`src/rtl/draw_pkg.sv`:
```
// +----------------------------------------------------------------------+
// | draw_pkg : shared types and constants for the rectangle-fill path    |
// | Rev 1.0                                                              |
// +----------------------------------------------------------------------+
`default_nettype none

package draw_pkg;

  localparam int COORD_W     = 11;
  localparam int HRES        = 640;
  localparam int VRES        = 480;
  localparam int DRAIN_DEPTH = 3;

  typedef logic [COORD_W-1:0] coord_t;

  typedef enum logic [1:0] {
    ST_IDLE  = 2'd0,
    ST_SCAN  = 2'd1,
    ST_DRAIN = 2'd2
  } state_t;

endpackage

`default_nettype wire

```
`src/rtl/rect_scan.sv`:
```
// +----------------------------------------------------------------------+
// | rect_scan : row-major cx/cy walker over a latched rectangle          |
// | Rev 1.0                                                              |
// +----------------------------------------------------------------------+
`default_nettype none

module rect_scan #(
  parameter int W = draw_pkg::COORD_W
) (
  input  logic         clk,
  input  logic         reset_n,
  input  logic         load,
  input  logic         step,
  input  logic [W-1:0] xl_in,
  input  logic [W-1:0] xh_in,
  input  logic [W-1:0] yl_in,
  input  logic [W-1:0] yh_in,
  output logic [W-1:0] cx,
  output logic [W-1:0] cy,
  output logic         last,
  output logic         last_nxt
);

  logic [W-1:0] cx_q, cx_d, cy_q, cy_d;
  logic [W-1:0] xl_q, xl_d, xh_q, xh_d, yl_q, yl_d, yh_q, yh_d;
  logic         last_q, last_d;

  always_comb begin
    cx_d = cx_q;
    cy_d = cy_q;
    xl_d = xl_q;
    xh_d = xh_q;
    yl_d = yl_q;
    yh_d = yh_q;
    if (load) begin
      xl_d = xl_in;
      xh_d = xh_in;
      yl_d = yl_in;
      yh_d = yh_in;
      cx_d = xl_in;
      cy_d = yl_in;
    end else if (step) begin
      if (cx_q == xh_q) begin
        cx_d = xl_q;
        cy_d = cy_q + W'(1);
      end else begin
        cx_d = cx_q + W'(1);
      end
    end
    // Look-ahead so the owner can register done_pre alongside the pixel.
    last_d = (cx_d == xh_d) && (cy_d == yh_d);
  end

  always_ff @(posedge clk or negedge reset_n) begin
    if (!reset_n) begin
      cx_q   <= '0;
      cy_q   <= '0;
      xl_q   <= '0;
      xh_q   <= '0;
      yl_q   <= '0;
      yh_q   <= '0;
      last_q <= 1'b0;
    end else begin
      cx_q   <= cx_d;
      cy_q   <= cy_d;
      xl_q   <= xl_d;
      xh_q   <= xh_d;
      yl_q   <= yl_d;
      yh_q   <= yh_d;
      last_q <= last_d;
    end
  end

  assign cx       = cx_q;
  assign cy       = cy_q;
  assign last     = last_q;
  assign last_nxt = last_d;

endmodule

`default_nettype wire

```
`src/rtl/draw_sched.sv`:
```
// +----------------------------------------------------------------------+
// | draw_sched : two-requester round-robin rectangle-fill scheduler      |
// | Rev 1.0                                                              |
// +----------------------------------------------------------------------+
`default_nettype none

module draw_sched #(
  parameter int W     = draw_pkg::COORD_W,
  parameter int HRES  = draw_pkg::HRES,
  parameter int VRES  = draw_pkg::VRES,
  parameter int DRAIN = draw_pkg::DRAIN_DEPTH
) (
  input  logic         clk,
  input  logic         reset_n,
  input  logic         req_a,
  input  logic         req_b,
  input  logic [W-1:0] a_x0,
  input  logic [W-1:0] a_y0,
  input  logic [W-1:0] a_x1,
  input  logic [W-1:0] a_y1,
  input  logic [W-1:0] b_x0,
  input  logic [W-1:0] b_y0,
  input  logic [W-1:0] b_x1,
  input  logic [W-1:0] b_y1,
  output logic         ack_a,
  output logic         ack_b,
  output logic [W-1:0] x_pre,
  output logic [W-1:0] y_pre,
  output logic         valid_pre,
  output logic         done_pre,
  output logic         busy,
  output logic         grant_b
);

  import draw_pkg::*;

  localparam int           CW    = $clog2(DRAIN + 1);
  localparam logic [W-1:0] X_MAX = W'(HRES - 1);
  localparam logic [W-1:0] Y_MAX = W'(VRES - 1);

  function automatic logic [W-1:0] clip(input logic [W-1:0] v, input logic [W-1:0] lim);
    return (v > lim) ? lim : v;
  endfunction

  state_t        state_q, state_d;
  logic [CW-1:0] cnt_q, cnt_d;
  logic          ptr_q, ptr_d;          // 1 = B was granted last
  logic          grant_b_q, grant_b_d;
  logic          ack_a_q, ack_a_d, ack_b_q, ack_b_d;
  logic          valid_q, valid_d, done_q, done_d, busy_q, busy_d;

  logic          pick_b;
  logic [W-1:0]  sx0, sx1, sy0, sy1;
  logic [W-1:0]  nxl, nxh, nyl, nyh;
  logic          scan_load, scan_step, scan_last, scan_last_nxt;

  assign pick_b = req_b & (~req_a | ~ptr_q);

  always_comb begin
    sx0 = pick_b ? b_x0 : a_x0;
    sx1 = pick_b ? b_x1 : a_x1;
    sy0 = pick_b ? b_y0 : a_y0;
    sy1 = pick_b ? b_y1 : a_y1;
    nxl = clip((sx0 < sx1) ? sx0 : sx1, X_MAX);
    nxh = clip((sx0 < sx1) ? sx1 : sx0, X_MAX);
    nyl = clip((sy0 < sy1) ? sy0 : sy1, Y_MAX);
    nyh = clip((sy0 < sy1) ? sy1 : sy0, Y_MAX);
  end

  always_comb begin
    state_d   = state_q;
    cnt_d     = cnt_q;
    ptr_d     = ptr_q;
    grant_b_d = grant_b_q;
    scan_load = 1'b0;
    scan_step = 1'b0;
    case (state_q)
      ST_IDLE: begin
        if (req_a || req_b) begin
          grant_b_d = pick_b;
          ptr_d     = pick_b;
          scan_load = 1'b1;
          state_d   = ST_SCAN;
        end
      end
      ST_SCAN: begin
        if (scan_last) begin
          cnt_d   = CW'(DRAIN);
          state_d = ST_DRAIN;
        end else begin
          scan_step = 1'b1;
        end
      end
      ST_DRAIN: begin
        cnt_d = cnt_q - CW'(1);
        if (cnt_q == CW'(1)) begin
          state_d = ST_IDLE;
        end
      end
      default: state_d = ST_IDLE;
    endcase

    // All outputs are flopped, so decode them from the next-state view.
    valid_d = (state_d == ST_SCAN);
    done_d  = (state_d == ST_SCAN) && scan_last_nxt;
    busy_d  = (state_d != ST_IDLE);
    ack_a_d = (state_d == ST_DRAIN) && (cnt_d == CW'(1)) && !grant_b_d;
    ack_b_d = (state_d == ST_DRAIN) && (cnt_d == CW'(1)) &&  grant_b_d;
  end

  always_ff @(posedge clk or negedge reset_n) begin
    if (!reset_n) begin
      state_q   <= ST_IDLE;
      cnt_q     <= '0;
      ptr_q     <= 1'b1;
      grant_b_q <= 1'b0;
      ack_a_q   <= 1'b0;
      ack_b_q   <= 1'b0;
      valid_q   <= 1'b0;
      done_q    <= 1'b0;
      busy_q    <= 1'b0;
    end else begin
      state_q   <= state_d;
      cnt_q     <= cnt_d;
      ptr_q     <= ptr_d;
      grant_b_q <= grant_b_d;
      ack_a_q   <= ack_a_d;
      ack_b_q   <= ack_b_d;
      valid_q   <= valid_d;
      done_q    <= done_d;
      busy_q    <= busy_d;
    end
  end

  rect_scan #(.W(W)) u_scan (
    .clk      (clk),
    .reset_n  (reset_n),
    .load     (scan_load),
    .step     (scan_step),
    .xl_in    (nxl),
    .xh_in    (nxh),
    .yl_in    (nyl),
    .yh_in    (nyh),
    .cx       (x_pre),
    .cy       (y_pre),
    .last     (scan_last),
    .last_nxt (scan_last_nxt)
  );

  assign ack_a     = ack_a_q;
  assign ack_b     = ack_b_q;
  assign valid_pre = valid_q;
  assign done_pre  = done_q;
  assign busy      = busy_q;
  assign grant_b   = grant_b_q;

endmodule

`default_nettype wire

```
`config.mk`:
```
export PLATFORM = sky130hd
export DESIGN_NAME = draw_sched
export DESIGN_NICKNAME = d
export VERILOG_FILES = /design/src/rtl/draw_pkg.sv /design/src/rtl/rect_scan.sv /design/src/rtl/draw_sched.sv
export SDC_FILE = /design/constraint.sdc
export NUM_CORES = 1
export LEC_CHECK = 0
export ABC_CLOCK_PERIOD_IN_PS = 7650
export BUFFER_PORTS_ARGS = -buffer_cell sky130_fd_sc_hd__buf_2
export CORE_AREA = 2 2 111 124
export DETAILED_ROUTE_END_ITERATION = 6
export DIE_AREA = 0 0 113 126
export GPL_ROUTABILITY_DRIVEN = 0
export HOLD_SLACK_MARGIN = 0.1
export PLACE_DENSITY = 0.75
export SYNTH_ARGS = -nofsm -noshare
export SYNTH_HDL_FRONTEND = slang
export SYNTH_HIERARCHICAL = 1
export SYNTH_SLANG_ARGS = --single-unit
export TNS_END_PERCENT = 10
```
`constraint.sdc`:
```
create_clock -name clk -period 7.65 [get_ports clk]
set_input_delay 0.765 -clock clk [delete_from_list [all_inputs] [get_ports clk]]
set_output_delay 0.765 -clock clk [all_outputs]
set_load 0.05 [all_outputs]
```
Yosys cells after proc, flatten, opt, wreduce, memory -nomap -nowiden

Cells that the tools add are included.

Flip-flop bits (word level): 67
Input bits: 92
Word-level logic and storage cells: 79
Output and inout bits: 28

Magnitude comparators: 6
Bitwise gates (word level): 4
Equality and inequality tests: 9
Multiplexer cells: 32
Reductions and logical operators: 10
$add $sub $neg: 3

Operator list:

| operator              | number |
|---|---|
| $mux 11               | 20 |
| $eq 11x11->1          | 3 |
| $add 11x1->11 const B | 2 |
| $gt 11x10->1 const B  | 2 |
| $gt 11x9->1 const B   | 2 |
| $lt 11x11->1          | 2 |
| $eq 2x1->1 const B    | 4 |
| $mux 2                | 4 |
| $mux 1                | 6 |
| $pmux 2 s3            | 1 |
| $logic_and 1x1->1     | 5 |
| $eq 2x2->1 const B    | 2 |
| $pmux 2 s2            | 1 |
| $logic_not 2->1       | 1 |
| $not 1->1             | 2 |
| $reduce_and 2->1      | 1 |
| $reduce_bool 2->1     | 1 |
| $sub 2x1->2 const B   | 1 |
| $and 1x1->1           | 1 |
| $logic_not 1->1       | 1 |
| $logic_or 1x1->1      | 1 |
| $or 1x1->1            | 1 |

Depth between registers and ports, before layout

Gate-level depths: netlist of the first run.

Depth after elaboration: 12
Depth in mapped cells: 23

By module

Netlist of the first run, hierarchy kept.

Modules (own cells, without submodules):

| module     | area an instance (sq um) | cells an instance | times used |
|---|---|---|---|
| rect_scan  | 4055.1                   | 428               | 1 |
| draw_sched | 2348.5                   | 265               | 1 |

Worst setup path before layout of the first run

Ideal clock, no wire load.

Path kind: input -> register
Start: input req_b
End: register done_q, in the netlist done_pre
Setup time: 66 ps
Arrival time: 4909 ps
Slack: 2675 ps
Cell stages on the path: 23
Cell sequence: a21boi_2 buf_6 buf_12 buf_6 buf_4 mux2_2 ha_1 a21o_1 nand3_1 a21oi_1 a211o_1 buf_2 buf_6 mux2i_1 xor2_1 nor4_1 nand4_1 nor4_1 o211ai_1 or4_1 nor3_1 and4b_1 and2_1

Word-level cells in the longest chain between the ends: 10

Ends and longest elaborated chain:

| item                       | line                               | source |
|---|---|---|
| from (decl)                | draw_sched.sv:16                   | `input logic req_b,` |
| $and 1x1->1 (*)            | draw_sched.sv:57                   | `assign pick_b = req_b & (~req_a \| ~ptr_q);` |
| $mux 11 (on tied branches) | draw_sched.sv:62, draw_sched.sv:63 |  |
| $lt 11x11->1               | draw_sched.sv:66                   | `nyl = clip((sy0 < sy1) ? sy0 : sy1, Y_MAX);` |
| $mux 11 (*)                | draw_sched.sv:66                   |  |
| $gt 11x9->1                | draw_sched.sv:42                   | `return (v > lim) ? lim : v;` |
| $mux 11 (*)                | draw_sched.sv:42                   |  |
| via nyl[5]                 | draw_sched.sv:54                   | `logic [W-1:0] nxl, nxh, nyl, nyh;` |
| $mux 11 (*)                | rect_scan.sv:35                    | `if (load) begin` |
| $eq 11x11->1 (*)           | rect_scan.sv:51                    | `last_d = (cx_d == xh_d) && (cy_d == yh_d);` |
| $logic_and 1x1->1 (*)      | rect_scan.sv:51                    |  |
| via scan_last_nxt          | draw_sched.sv:55                   | `logic scan_load, scan_step, scan_last, scan_last_nxt;` |
| $logic_and 1x1->1 (*)      | draw_sched.sv:105                  | `done_d = (state_d == ST_SCAN) && scan_last_nxt;` |
| via done_d                 | draw_sched.sv:50                   | `logic valid_q, valid_d, done_q, done_d, busy_q, busy_d;` |
| to (signal assigned)       | draw_sched.sv:130                  | `done_q <= done_d;` |
| to (decl)                  | draw_sched.sv:50                   |  |

The timed path passes the listed nets; every way through them passes the cells marked *.
A chain may end at the register's enable or synchronous reset.

Worst setup path in the final report of the first run

Start: input req_a
End: register done_q, in the netlist done_pre

Word-level cells in the longest chain between the ends: 12

Ends and longest elaborated chain:

| item                       | line                               | source |
|---|---|---|
| from (decl)                | draw_sched.sv:15                   | `input logic req_a,` |
| $not 1->1 (*)              | draw_sched.sv:57                   |  |
| $or 1x1->1 (*)             | draw_sched.sv:57                   |  |
| $and 1x1->1 (*)            | draw_sched.sv:57                   |  |
| $mux 11 (on tied branches) | draw_sched.sv:62, draw_sched.sv:63 |  |
| $lt 11x11->1               | draw_sched.sv:66                   |  |
| $mux 11 (*)                | draw_sched.sv:66                   |  |
| $gt 11x9->1                | draw_sched.sv:42                   |  |
| $mux 11 (*)                | draw_sched.sv:42                   |  |
| via nyl[8]                 | draw_sched.sv:54                   |  |
| $mux 11 (*)                | rect_scan.sv:35                    |  |
| $eq 11x11->1 (*)           | rect_scan.sv:51                    |  |
| $logic_and 1x1->1 (*)      | rect_scan.sv:51                    |  |
| via scan_last_nxt          | draw_sched.sv:55                   |  |
| $logic_and 1x1->1 (*)      | draw_sched.sv:105                  |  |
| via done_d                 | draw_sched.sv:50                   |  |

Marked as above.

==> summary.md, run 1 <==
| Metric | Value |
|---|---|
| Crit path buffers/inverters | 3 |
| Remaining global-route overflow | 0 |
| Die X | around 110 um |
| Status | finished, violations left |
| R2R depth | 17 |
| Most frequent cells in the layout | buf_2 (119), dfrtp_1 (66), nand2_1 (62), mux2i_1 (59), nor2_1 (47) |
| Crit path max fanout | 24 |
| Layout Area Growth over Synthesis | 15.3% |
| Die height | ~130 um |
| Syn avg cell area | a little over 9 sq um |
| GRT met2 Usage | 0.416 |
| Row cnt | between 40 and 50 |
| Final setup fails | 0 |
| Final Cycle Share | 0.761 |
| HP Class | register to register |
| Initial core utilization | 0.493 |
| GRT met1 Usage | 0.307 |
| CORE AREA | roughly 13,000 sq um |
| Hold buffer count at cts | 0 |
| First-pass GRT wire length | 28.1 mm |
| Post-DP HPWL | 13.1 mm |
| Storage element area | between 1500 and 2000 sq um |
| PostCTS Resize Cnt | 0 |
| Largest net degree at the start of global routing | 68 |
| Worst setup startpoint | req_a |
| Fill cells | ~1,200 |
| VDD IR-drop max | approximately 240 uV |
| Hold Path Cell Cnt | 2 |
| Failing checks | DRC |
| Number of antenna violations at the first check in global routing | 0 |
| WP depth | 18 |
| PD cells | between 300 and 400 nW/um^2 |
| Synth Register Bits | 67 |
| Die ar. | 14,200 sq um |
| Setup crit end kind | register |
| Slew Viols, Final | 0 |
| Drt drc | 5 |
| Vias per cell | between 5 and 6 |
| Fmax | between 150 and 200 MHz |
| Simple-gate share of the synthesized area | 0.203 |
| Cells after synthesis | approximately 690 |
| Vias in the first global route | 5,658 |
| Critical Path Slowest Stage Cell | a21boi_4 |
| HP Start | u_scan/xl_q[0] |
| Unrepaired setup endpoints after global routing | false |
| Synth Cell Area | between 6000 and 7000 sq um |
| Antenna cells | 0 |
| Via count | approximately 5,700 |
| CP Data Arrival Time | between 6 and 7 ns |
| Clock tree sinks | 67 |
| Kind of critical path | input pin to register |
| Synth cell types | roughly 90 |
| Critical path startpoint category | input pin |
| M3 GR Usage | 0.0380 |
| CP Cell Sequence | buf_2 -> a21boi_4 -> buf_4 -> mux2i_1 -> inv_1 -> ha_1 -> nand4_1 -> nor2_1 -> a211o_1 -> mux2_1 -> xnor2_1 -> a31oi_1 -> nor4_1 -> o21ai_0 -> or4_1 -> nor3_1 -> and4b_1 -> and2_1 |
| Fin nets | 926 |
| Port Buffer Count | about 120 |
| WL/cell | ~18 um |
| # H-tree levels | 3 |
| Synth Area in Adders | 0.0528 |
| Share of flip-flops with an asynchronous set or reset | 1.00 |
| Commonest non-fill, non-tap cell in the layout | buf_2 |
| CP required | slightly below 8 ns |
| Ports | 120 |
| Worst reg2reg path startpoint | ptr_q |
| Synth warn | 6 |
| Fin crit period | approximately 5.8 ns |
| Tot Pwr | around 0.003 W |
| Slew @ Worst Pin | 0.991 ns |
| GRT Overall Usage | 0.247 |
| Router iterations before antenna repair | 7 |
| Final hold vios | 0 |
| Area of the multi-input gates | ~4400 sq um |
| Number of max-cap violations | 0 |
| Primary FF master, synth | dfrtp_1 |
| Largest family of logic cells by synthesized area | simple AND/OR/NAND/NOR gates |
| Postcts setup bufs | 0 |
| Post-synth EDFFs | 0 |
| Clock-pin slew on the worst setup and hold paths | approximately 0.06 ns |
| Share of the yosys chip area belonging to registers | 0.262 |
| 1st-iter DRT viols | 486 |
| CP delay by family, top | compound AO/OA/AOI/OAI gates |
| Drt total wl | roughly 17 mm |
| Root Buffer | clkbuf_16 |
| ANT nets after route | 0 |
| CTS tree | done |
| Post-Route Setup TNS | 0 ns |
| Clk buf depth | 2 |
| CTS Buf Count | 9 |
| Clock latency at the later pin of the worst-skew pair | approximately 0.33 ns |
| XOR/XNOR Fraction of Synth Area | 0.0817 |
| Slew HR | 0.336 |
| Share of post-route cells with drive strength above 1 | 0.278 |
| Skew final | 0.00486 ns |
| Compound-cell area share of the yosys netlist | 0.143 |
| CP peak stage delay | between 0.7 and 0.8 ns |
| Multiplexer share of the synthesized area | 0.200 |
| Lkg Pwr | 3.27 nW |
| GR peak layer | met2 |
-- cell usage after synthesis (4+ instances only) --
| library cell | number | area (sq um) |
|---|---|---|
| nand2b_1 | 6 | 37.5 |
| or2_1 | 4 | 25.0 |
| inv_1 | 29 | 109 |
| o31ai_1 | 6 | 45.0 |
| nand3b_1 | 4 | 30.0 |
| nor2b_1 | 11 | 68.8 |
| o21ai_0 | 29 | 145 |
| a31oi_1 | 7 | 43.8 |
| mux2i_2 | 5 | 68.8 |
| nor3_2 | 4 | 40.0 |
| and3_1 | 8 | 50.1 |
| nand3_1 | 18 | 90.1 |
| xnor2_1 | 31 | 272 |
| nand2_1 | 62 | 233 |
| clkbuf_1 | 10 | 37.5 |
| and2_1 | 5 | 31.3 |
| dfrtp_1 | 66 | 1650 |
| a211o_1 | 5 | 43.8 |
| buf_4 | 5 | 37.5 |
| mux2i_1 | 59 | 591 |
| mux2_1 | 11 | 124 |
| a21o_1 | 4 | 30.0 |
| xor2_1 | 17 | 149 |
| mux2_2 | 36 | 405 |
| nor2_1 | 47 | 176 |
| buf_6 | 8 | 90.1 |
| nand4_1 | 13 | 81.3 |
| ha_1 | 27 | 338 |
| or3_1 | 5 | 31.3 |
| a311oi_1 | 4 | 35.0 |
| nor4_1 | 11 | 68.8 |
| nor3_1 | 12 | 60.1 |
| buf_2 | 7 | 35.0 |
| a21oi_1 | 21 | 105 |
-- where the power goes --
| part | leakage (nW) | internal, W | switching, W |
|---|---|---|---|
| logic | 2.34 | 0.000670 | 0.00108 |
| registers | 0.758 | 0.000507 | 0.000207 |
| clock network | 0.163 | 0.000295 | 0.000162 |
-- cells by family after synthesis --
logic type	Yosys count
xor gates and xnor gates	53
AOI/OAI and AO/OA	125
muxes	116
and+or+nand+nor	239
buffers and inverters	65
adders and majority gates	27
other	1
DFF	67
-- worst reg2reg max path: stages (launching register included) --
cell and delay [ns]:
dfstp_2 0.39, a21boi_4 0.71, buf_4 0.49, mux2i_1 0.42, inv_1 0.08, ha_1 0.30, nand4_1 0.11, nor2_1 0.13
a211o_1 0.67, mux2_1 0.42, xnor2_1 0.31, a31oi_1 0.14, nor4_1 0.26, o21ai_0 0.12, or4_1 0.51, nor3_1 0.18
and4b_1 0.22, and2_1 0.12
-- final cells by class --
cell class                      instances  area share
Multi-Input combinational cell        574       0.599
Sequential cell                        67       0.227
Timing Repair Buffer                  125      0.0868
Clock buffer                           10      0.0324
Tap cell                              161      0.0273
Inverter                               30      0.0156
Clock inverter                          6      0.0119
-- stage by stage --
stage | util | cell area [sq um] | setup WS (ns) | hold slack, ns | instances
after detailed placement | 0.543 | 7050 | 1.51 | 0.472 | 957
after global routing | 0.568 | 7380 | 1.29 | 0.508 | 973
after floorplan | - | 6450 | 2.68 | 0.449 | 706
after global placement | 0.543 | 7050 | 1.70 | 0.470 | 957
final | 0.568 | 7380 | 1.82 | 0.491 | 973
after CTS | 0.568 | 7380 | 1.84 | 0.490 | 973
-- sequential cells by signal, summed over array words and instances, names as in the netlist, 2 cells and up --
name and cells:
u_scan/cx 11, u_scan/cy 11, u_scan/xh_q 11, u_scan/xl_q 11, u_scan/yh_q 11, cnt_q 2
state_q 2
-- worst paths after layout --
kind | to | slack (ns)
min in group asynchronous | cnt_q[1] | 0.62
max in group asynchronous | u_scan/cy[2] | 6.46
max reg2reg | done_pre | 2.02
min reg2reg | u_scan/xl_q[0] | 0.49
min | u_scan/xl_q[0] | 0.49
max | done_pre | 1.82
-- metal layers --
layer  up-vias  share of wire
met5         -              0
met4         0          0.043
met3        44          0.062
met2       224           0.48
met1      2712           0.41
li1       2763              -
(Power assumes the default switching activity.)
==> inputs of run 2 (changes only) <==
Settings changed: ABC_CLOCK_PERIOD_IN_PS 7650 to 4750, PLACE_DENSITY 0.75 to 0.78.
Clock period 7.65 ns to 4.75 ns, I/O delays scaled along.
==> summary.md, run 2 (synthesis gave the netlist of run 1 again) <==
| Metric | Value |
|---|---|
| Status | finished, violations left |
| Failing checks | DRC |
| Die height | around 130 um |
| Antenna cells | 0 |
| CP endpoint | done_pre |
| Remaining global-route overflow | 0 |
| PostCTS Resize Cnt | 0 |
| PD cells | 611 nW/um^2 |
| Hold buffer count at cts | 0 |
| Row cnt | 44 |
| GRT Overall Usage | 0.247 |
| Ports | 120 |
| Layout Area Growth over Synthesis | 20.4% |
| Router iterations before antenna repair | 7 |
| Storage element area | 1680 sq um |
| Final hold vios | 0 |
| Slew HR | 0.312 |
| VDD IR-drop max | between 200 and 300 uV |
| CTS tree | done |
| WL/cell | roughly 17 um |
| Number of antenna violations at the first check in global routing | 0 |
| Via count | around 6,000 |
| Die ar. | between 10,000 and 15,000 sq um |
| Share of post-route cells with drive strength above 1 | 0.319 |
| Final setup fails | 0 |
| Crit path max fanout | 25 |
| Design Area, Final | 7710 sq um |
| R2R depth | 19 |
| R2R Setup Slk | between 0.2 and 0.3 ns |
| Setup ws final | around 0.26 ns |
| Clock latency at the later pin of the worst-skew pair | approximately 0.34 ns |
| Commonest non-fill, non-tap cell in the layout | buf_2 |
| Clock-pin slew on the worst setup and hold paths | ~0.05 ns |
| Fin crit period | between 4 and 5 ns |
| Skew final | between 0.007 and 0.008 ns |
| Most frequent cells in the layout | buf_2 (119), dfrtp_1 (66), nand2_1 (62), mux2i_1 (56), nor2_1 (47) |
| Drt total wl | roughly 17 mm |
| Area after DPL | approximately 7400 sq um |
| CP required | 5.03 ns |
| Post-DP HPWL | about 14 mm |
| Worst setup startpoint | ptr_q |
| Vias in the first global route | roughly 5,600 |
| 1st-iter DRT viols | 418 |
| Area of the multi-input gates | ~4500 sq um |
| Root Buffer | clkbuf_16 |
| HP Class | input pin to asynchronous set/reset pin |
| Port Buffer Count | roughly 120 |
| Drt drc | 3 |
| Kind of critical path | register to register |
| CORE AREA | ~13,000 sq um |
| Lkg Pwr | approximately 3.4 nW |
| CP Data Arrival Time | around 4.8 ns |
| Slew Viols, Final | 0 |
| First-pass GRT wire length | between 20 and 30 mm |
| Clock tree sinks | 67 |
| Final Cycle Share | 0.945 |
| Postcts setup bufs | 0 |
| CTS Buf Count | 9 |
| R2r endpoint | done_pre |
| # H-tree levels | 3 |
| Largest net degree at the start of global routing | 45 |
| Number of max-cap violations | 0 |
| Die X | 113 um |
| Setup crit end kind | register |
| Fill cells | roughly 1,100 |
| Fin nets | around 970 |
| Worst reg2reg path startpoint | ptr_q |
| Tot Pwr | around 0.0047 W |
| Slew @ Worst Pin | about 1.0 ns |
| Vias per cell | around 5.8 |
| Fmax | between 200 and 250 MHz |
| Initial core utilization | 0.493 |
| ANT nets after route | 0 |
| Clk buf depth | 2 |
| Critical path startpoint category | register |
| Placement Setup Slack | -0.0557 ns |
[run 2: area by class of cell]
class                           count  area share
Tap cell                          161      0.0261
Clock inverter                      4     0.00341
Sequential cell                    67       0.218
Inverter                           30      0.0149
Timing Repair Buffer              167       0.127
Clock buffer                       11      0.0328
Multi-Input combinational cell    574       0.578
[run 2: worst min path at each step]
stage,from,to,slack [ns]
floorplan,reset_n,ack_a,0.18
global placement,u_scan/xl_q[0],u_scan/xl_q[0],0.47
detailed placement,u_scan/xl_q[0],u_scan/xl_q[0],0.49
CTS,req_a,ptr_q,0.34
global route,req_a,ptr_q,0.35
finish,reset_n,u_scan/xh_q[10],0.31
[run 2: critical path, cell delays in order (launching register included)]
cell      delay, ns
dfstp_2        0.39
a21boi_4       0.20
buf_12         0.21
mux2_2         0.38
ha_1           0.32
a21o_1         0.16
nand3_1        0.07
a21oi_1        0.06
a211o_2        0.35
buf_4          0.21
mux2i_1        0.26
xor2_1         0.11
a21oi_1        0.21
a31oi_1        0.12
nor4_1         0.25
o21ai_0        0.11
or4_1          0.51
nor3_1         0.18
and4b_1        0.21
and2_1         0.12
[run 2: power breakdown]
part	internal [W]	total [W]	switching (W)	leakage, nW
sequential	0.000817	0.00115	0.000332	0.758
clock	0.000377	0.000618	0.000241	0.137
combinational	0.00118	0.00294	0.00176	2.55
total	0.00237	0.00471	0.00234	3.45
[run 2: layer usage]
metal	track usage	share of wire	wire [um]
met5	0	0	0
met4	0.0832	0.026	454
met3	0.0414	0.066	1140
met2	0.418	0.49	8430
met1	0.319	0.42	7320
[run 2: metrics by stage]
step / cells / util / hold WS [ns] / setup TNS (ns)
finish: 1014 / 0.593 / 0.310 / 0
global route: 1014 / 0.593 / 0.352 / -0.00396
CTS: 1014 / 0.591 / 0.344 / 0
detailed placement: 999 / 0.569 / 0.489 / -0.0557
global placement: 999 / 0.569 / 0.465 / 0
floorplan: 706 / - / 0.179 / 0
==> inputs of run 3 (changes only) <==
Settings changed: ABC_CLOCK_PERIOD_IN_PS 4750 to 3750.
Clock period 4.75 ns to 3.75 ns, I/O delays scaled along.
==> summary.md, run 3 (synthesis gave the netlist of run 1 again) <==
| Metric | Value |
|---|---|
| Layout Area Growth over Synthesis | 31.3% |
| Setup crit end kind | register |
| Critical Path Slowest Stage Cell | dfstp_2 |
| R2R depth | 19 |
| Number of max-cap violations | 0 |
| Remaining global-route overflow | 0 |
| 1st-iter DRT viols | between 500 and 600 |
| Clock tree sinks | 67 |
| Share of post-route cells with drive strength above 1 | 0.392 |
| CP required | around 4 ns |
| Row cnt | 44 |
| Most frequent cells in the layout | buf_2 (119), buf_4 (109), dfrtp_1 (66), nand2_1 (62), nor2_1 (47) |
| Tot Pwr | around 0.0064 W |
| Drt drc | 5 |
| CP Cell Sequence | a21boi_4 -> buf_12 -> buf_4 -> mux2i_2 -> ha_1 -> a21o_1 -> nand3_1 -> a21oi_1 -> a211o_2 -> buf_12 -> mux2i_1 -> mux2_2 -> xor2_1 -> nor4_2 -> o211ai_1 -> or4_1 -> nor3_1 -> and4b_1 -> and2_1 |
| Slew HR | 0.439 |
| Die ar. | ~14,000 sq um |
| R2r endpoint | done_pre |
| Router iterations before antenna repair | 7 |
| Setup ws final | -0.671 ns |
| Number of antenna violations at the first check in global routing | 0 |
| Crit path max fanout | 17 |
| Hold buffer count at cts | 0 |
| PD cells | ~760 nW/um^2 |
| CP peak stage delay | ~0.55 ns |
| Clk buf depth | 2 |
| Crit path buffers/inverters | 3 |
| Critical path startpoint category | register |
| Worst reg2reg path startpoint | ptr_q |
| Clock-pin slew on the worst setup and hold paths | around 0.06 ns |
| GRT Overall Usage | 0.256 |
| Clock latency at the later pin of the worst-skew pair | approximately 0.34 ns |
| R2R Setup Slk | -0.67 ns |
| Status | finished, violations left |
| CORE AREA | ~13,000 sq um |
| CTS tree | done |
| Final setup fails | 2 |
| Via count | about 6,300 |
| HP Class | input pin to asynchronous set/reset pin |
| VDD IR-drop max | roughly 360 uV |
| Slew @ Worst Pin | around 0.84 ns |
| Unrepaired setup endpoints after global routing | true |
| CP delay by family, top | simple AND/OR/NAND/NOR gates |
| Die X | ~110 um |
| CP Data Arrival Time | ~4.7 ns |
| CP dominant cell by count | buf_12 |
| Vias per cell | around 5.8 |
| First-pass GRT wire length | approximately 29 mm |
| ANT nets after route | 0 |
| CTS Buf Count | 9 |
| Post-DP HPWL | 14.2 mm |
| Failing checks | DRC, setup timing |
| Placement Setup Slack | -1.02 ns |
| Antenna cells | 0 |
| Fin Hold WS | approximately 0.23 ns |
| Fmax | 226 MHz |
| Vias in the first global route | between 6,000 and 7,000 |
| Drt total wl | 18.3 mm |
| Skew final | just over 0.009 ns |
| Fin crit period | approximately 4.4 ns |
| Final Cycle Share | 1.18 |
| Ports | 120 |
| Lkg Pwr | 3.81 nW |
| Kind of critical path | register to register |
| Initial core utilization | 0.493 |
| Commonest non-fill, non-tap cell in the layout | buf_2 |
| Fin nets | slightly above 1,000 |
| Root Buffer | clkbuf_16 |
| Die height | around 130 um |
| Port Buffer Count | roughly 120 |
| # H-tree levels | 3 |
| Slew Viols, Final | 0 |
| Final hold vios | 0 |
| Largest net degree at the start of global routing | 68 |
| WL/cell | around 17 um |
-- run 3: cell count changes in the layout (fill, tap and decap cells not counted), sizes merged --
cell      change
clkinvlp      -1
clkinv        +1
bufinv        +1
buf          +68
-- run 3: per-stage QoR --
step	utilization	TNS, ns	cell area, sq um	instances
2_1_floorplan	-	-1.20	6570	706
3_3_place_gp	0.617	-1.46	8010	1065
3_5_place_dp	0.617	-1.92	8010	1065
4_1_cts	0.644	-1.18	8360	1081
5_1_grt	0.647	-1.51	8410	1083
6_report	0.647	-1.23	8410	1083
-- run 3: cell type report --
cell class / instances / area, sq um
Inverter: 30 / 115
Multi-Input combinational cell: 574 / 4570
Sequential cell: 67 / 1680
Fill cell: 1070 / 4580
Clock buffer: 11 / 243
Tap cell: 161 / 201
Timing Repair Buffer: 235 / 1550
Clock inverter: 5 / 53.8
-- run 3: worst max path at each step --
stage               startpoint  slack [ns]  endpoint  cells after the start
floorplan                ptr_q       -0.66  done_pre                     23
global placement         req_a       -0.79  done_pre                     21
detailed placement       req_a       -1.02  done_pre                     21
CTS                      ptr_q       -0.65  done_pre                     20
global route             ptr_q       -0.81  done_pre                     19
finish                   ptr_q       -0.67  done_pre                     19
-- run 3: what timing repair did --
action	CTS	global route
hold endpoints to repair	0	0
setup endpoints to repair	2	2
resized for setup	13	11
pin swaps	0	2
setup buffers	0	2
-- run 3: where the power goes --
part           internal (W)  total (W)  leakage, nW  switching [W]
Combinational       0.00178    0.00414         2.90        0.00236
Sequential          0.00104    0.00146        0.758       0.000420
Clock              0.000530   0.000833        0.149       0.000304
-- run 3: layer usage --
metal,global-route usage,routed length [um],vias up,part of all wire
li1,-,-,2977,-
met1,0.316,7300,2902,0.40
met2,0.436,8910,318,0.49
met3,0.0361,1340,64,0.073
met4,0.127,739,0,0.040
met5,0,0,-,0
